### config.mk
export PLATFORM = sky130hd
export DESIGN_NAME = mem_responder
export DESIGN_NICKNAME = d
export VERILOG_FILES = /design/src/rtl/mem_pkg.sv /design/src/rtl/mem_array.sv /design/src/rtl/mem_responder.sv
export SDC_FILE = /design/constraint.sdc
export NUM_CORES = 2
export LEC_CHECK = 0
export CAP_MARGIN = 20
export CORE_ASPECT_RATIO = 0.6
export CORE_UTILIZATION = 55
export CTS_CLUSTER_SIZE = 28
export DETAILED_ROUTE_END_ITERATION = 6
export GPL_TIMING_DRIVEN = 0
export PLACE_DENSITY = 0.71
export SYNTH_ARGS = -nofsm -noshare
export SYNTH_HDL_FRONTEND = slang
export SYNTH_SLANG_ARGS = --single-unit
### constraint.sdc
create_clock -name CLK -period 5.1 [get_ports CLK]
set_input_delay 1.02 -clock CLK [delete_from_list [all_inputs] [get_ports CLK]]
set_output_delay 1.02 -clock CLK [all_outputs]
set_load 0.02 [all_outputs]
### src/rtl/mem_pkg.sv
// mem_pkg: shared FSM states, default widths and access encodings for mem_responder
package mem_pkg;
    typedef enum logic [1:0] {IDLE, WAIT, DONE} state_t;
    localparam int AW_DEF = 8;
    localparam int DW_DEF = 8;
    localparam logic RD = 1'b1;
    localparam logic WR = 1'b0;
endpackage

### src/rtl/mem_array.sv
// mem_array: 2**AW x DW storage, combinational read, synchronous write, no reset
module mem_array #(
    parameter int AW = 8,
    parameter int DW = 8
) (
    input  logic          CLK,
    input  logic          we,
    input  logic [AW-1:0] addr,
    input  logic [DW-1:0] wdata,
    output logic [DW-1:0] rdata
);
    logic [DW-1:0] mem [2**AW];

    // write port; contents survive reset
    always_ff @(posedge CLK)
        if (we) mem[addr] <= wdata;

    assign rdata = mem[addr];
endmodule

### src/rtl/mem_responder.sv
// mem_responder: CU memory handshake responder (MAR/MBR, wait states, MFC); MAR_AUTOINC_EN adds MAR post-increment
module mem_responder
    import mem_pkg::*;
#(
    parameter int AW  = AW_DEF,
    parameter int DW  = DW_DEF,
    parameter int LAT = 2
) (
    input  logic          CLK,
    input  logic          RST_N,
    input  logic [DW-1:0] bus_in,
    input  logic          MAR_in,
    input  logic          MBR_in,
    input  logic          MBR_out,
    input  logic          WMFC,
    input  logic          rnw,
    output logic [DW-1:0] bus_out,
    output logic          bus_oe,
    output logic          MFC,
    output logic          busy
);
    localparam int CW = (LAT > 0) ? $clog2(LAT + 1) : 1;

    state_t        state;
    logic [AW-1:0] mar;
    logic [DW-1:0] mbr;
    logic [CW-1:0] cnt;
    logic          op;
    logic [DW-1:0] rdata;
    logic          fire;

    // the access happens on the last WAIT cycle, once the wait count is exhausted
    assign fire = (state == WAIT) && (cnt == '0);

    mem_array #(.AW(AW), .DW(DW)) u_mem (
        .CLK   (CLK),
        .we    (fire && (op == WR)),
        .addr  (mar),
        .wdata (mbr),
        .rdata (rdata)
    );

    // handshake FSM with MAR/MBR and wait counter; loads only accepted while idle
    always_ff @(posedge CLK or negedge RST_N) begin
        if (!RST_N) begin
            state <= IDLE;
            mar   <= '0;
            mbr   <= '0;
            cnt   <= '0;
            op    <= 1'b0;
        end else begin
            case (state)
                IDLE: begin
                    if (MAR_in) mar <= AW'(bus_in);
                    if (MBR_in) mbr <= bus_in;
                    if (WMFC) begin
                        op    <= rnw;
                        cnt   <= CW'(LAT);
                        state <= WAIT;
                    end
                end
                WAIT: begin
                    if (cnt != '0) begin
                        cnt <= cnt - CW'(1);
                    end else begin
                        if (op == RD) mbr <= rdata;
`ifdef MAR_AUTOINC_EN
                        mar <= mar + AW'(1);
`endif
                        state <= DONE;
                    end
                end
                DONE:    if (!WMFC) state <= IDLE;
                default: state <= IDLE;
            endcase
        end
    end

    assign MFC     = (state == DONE);
    assign busy    = (state != IDLE);
    assign bus_out = mbr;
    assign bus_oe  = MBR_out;
endmodule

==> results.sh <==
export IMPL_fin_nets=4142
export IMPL_area_delta_synth_final_pct=11.8
export IMPL_finalCritPeriodShare=1.08
export IMPL_synth_top_area_frac=0.761
export IMPL_whs_ns=0.493
export IMPL_yosysMostFrequentCell="edfxtp_1"
export IMPL_fp_coreArea_um2=145000
export IMPL_worst_slew_pin_slew_ns=1.45
export IMPL_synthTopCellsByArea="edfxtp_1, mux4_2, mux2i_1, nor2_1, nand2_1"
export IMPL_grt_pass1_vias=42700
export IMPL_worstPathRequired_ns=5.79
export IMPL_grt_first_pass_wirelength_um=389000
export IMPL_cts_tree="done"
export IMPL_finalMaxSlewViolations=0
export IMPL_relSlewSlack=0.0332
export IMPL_ys_flop_type="edfxtp_1"
export IMPL_crit_path_max_fanout=12
export IMPL_violations="negative setup slack"
export IMPL_yosysWarnings=0
export IMPL_cp_data_arrival_time_ns=6.18
export IMPL_clock_sinks=2069
export IMPL_vias=47400
export IMPL_dp_hpwl_um=198000
export IMPL_startpoint="mar[2]$_DFFE_PN0P_"
export IMPL_drtAntennaViolNets=0
export IMPL_post_cts_buffers=0
export IMPL_track_usage=0.401
export IMPL_drtIter0Drc=10700
export IMPL_cts_resized=77
export IMPL_dr_pass1_iters=7
export IMPL_hold_viol=0
export IMPL_port_buffers=24
export IMPL_cts_buffer_depth=3
export IMPL_syn_avg_cell_area_um2=20.9
export IMPL_insertion_delay_ns=0.84
export IMPL_cts_htree_levels=4
export IMPL_powerDensity_nw_per_um2=611
export IMPL_yosysUniqueCellTypes=72
export IMPL_cts_root_buf="clkbuf_16"
export IMPL_post_dp_cell_area_um2=84600
export IMPL_outcome="finished, violations left"
export IMPL_r2r_start="mar[2]$_DFFE_PN0P_"
export IMPL_critPathKind="flop to flop"
export IMPL_max_cap_violations=0
export IMPL_postSynthCellCount=3867
export IMPL_drive_gt1_frac=0.247
export IMPL_grt_max_degree=95
export IMPL_timing_fmax_ghz=0.182
export IMPL_yosysTopAreaCell="edfxtp_1"
export IMPL_syn_area_um2=80800
export IMPL_drt_total_wl_um=297000
export IMPL_synth_nets=3883
export IMPL_die_y_um=299
export IMPL_synth_edff_count=2048
export IMPL_fin_skew_ns=0.0285
export IMPL_dp_slack_ns=-0.606
export IMPL_place_congestion=1.04
export IMPL_p_leak_nw=27.8
export IMPL_io_pins=26
export IMPL_endpoint_kind="flop"
export IMPL_reg2reg_slack_ns=-0.38
export IMPL_synthArstFlopShare=0.0101
export IMPL_drc_errors=0
export IMPL_setup_viol=605
export IMPL_cts_buffers=173
export IMPL_postCtsHoldBufs=0
export IMPL_startpoint_type="flop"
export IMPL_std_cell_rows=108
export IMPL_die_area_um2=149000
export IMPL_via_per_inst=7.63
export IMPL_netlist_top_cells_count="edfxtp_1, mux4_2, nor2_1, mux2i_1, nand2_1"
export IMPL_antenna_found_initial=22
export IMPL_yosysSeqAreaShare=0.767
export IMPL_grt_ovfl_total=0
export IMPL_start_util=0.556
export IMPL_hp_class="input port to asynchronous set/reset pin"
export IMPL_setup_slack_ns=-0.385
export IMPL_path_clk_slew_ns=0.07
export IMPL_fin_area_um2=90400
export IMPL_synth_seq_cells=2069
export IMPL_avgRoutedWirePerCell_um=47.8
export IMPL_fin_crit_ns=5.48
export IMPL_die_w_um=497
export IMPL_ir_worst_vdd_uv=418
export IMPL_grt_setup_unrepaired="yes"
==> cell type report <==
cell class | count | area [um2]
sequential | 2069 | 62100
fill | 9808 | 54900
multi-input combinational | 1552 | 17700
clock buffer | 226 | 4590
tap | 1925 | 2410
buffer | 237 | 1430
timing repair buffer | 85 | 1410
clock inverter | 90 | 763
antenna | 20 | 50.0
inverter | 8 | 30.0
==> metal layers <==
| metal | vias up | part of all wire | track usage |
|---|---|---|---|
| met2 | 5471 | 0.37 | 0.483 |
| met4 | 34 | 0.056 | 0.187 |
| met5 | - | 0.0036 | 0.0247 |
| met1 | 24400 | 0.35 | 0.555 |
| li1 | 16600 | - | - |
| met3 | 932 | 0.21 | 0.260 |
==> final timing paths <==
check,endpoint,cells after the start
worst min-delay path,cnt[1]$_DFFE_PN0P_,1
max in group asynchronous,bus_out[2]$_DFFE_PN0P_,2
min in group CLK,cnt[1]$_DFFE_PN0P_,2
worst max-delay path,bus_out[4]$_DFFE_PN0P_,8
worst max register to register,bus_out[4]$_DFFE_PN0P_,8
worst min register to register,cnt[1]$_DFFE_PN0P_,2
==> worst max-delay path, cell delays in order, from the launching register on <==
cell and delay, ns:
dfrtp_1 0.43, buf_2 0.69, clkbuf_1 0.61, buf_8 0.25, clkbuf_1 1.00, clkbuf_2 0.95
a221oi_1 0.58, o31ai_1 0.63, a31oi_1 0.14
==> power by group <==
part,internal (W),leakage (nW),total (W),switching [W]
registers,0.0202,18.3,0.0206,0.000416
logic,0.00610,6.88,0.0215,0.0154
clock network,0.00689,2.61,0.0132,0.00629
total,0.0332,27.8,0.0553,0.0221
==> sequential cells by signal, summed over array words and instances (netlist names) <==
name / flops
u_mem.mem: 2048
bus_out: 8
cnt: 2
mar: 8
op: 1
state: 2
==> stage by stage <==
step	utilization	setup TNS, ns	instances	power (W)
CTS	0.621	-0.0851	6187	0.0533
floorplan	-	0	3867	0.0306
global placement	0.575	-5530.00	5816	0.0406
global route	0.622	-1.80	6192	0.0549
detailed placement	0.583	-182.70	5872	0.0405
finish	0.622	-65.76	6212	0.0553
==> cell families (layout without fill, tap and decap cells) <==
| group | count (synthesis) | in the layout | synth area share |
|---|---|---|---|
| DFF | 2069 | 2069 | 0.767 |
| muxes | 667 | 667 | 0.158 |
| and+or+nand+nor | 601 | 601 | 0.0323 |
| AOI/OAI and AO/OA | 283 | 283 | 0.0247 |
| buffers and inverters | 246 | 646 | 0.0178 |
| adders and majority gates | 1 | 1 | 0.000155 |
| other | 0 | 20 | 0 |
==> placed cells by master, fill, tap and decap left out, types with 44 or more instances in the layout <==
cell,n
clkbuf_1,113
nor2_1,227
clkbuf_16,175
a22oi_1,45
buf_4,62
mux4_2,469
edfxtp_1,2048
o22ai_1,44
nor2_2,85
mux2i_1,169
nand2_1,136
buf_2,73
Note: power is estimated with default switching activity, not from simulation.
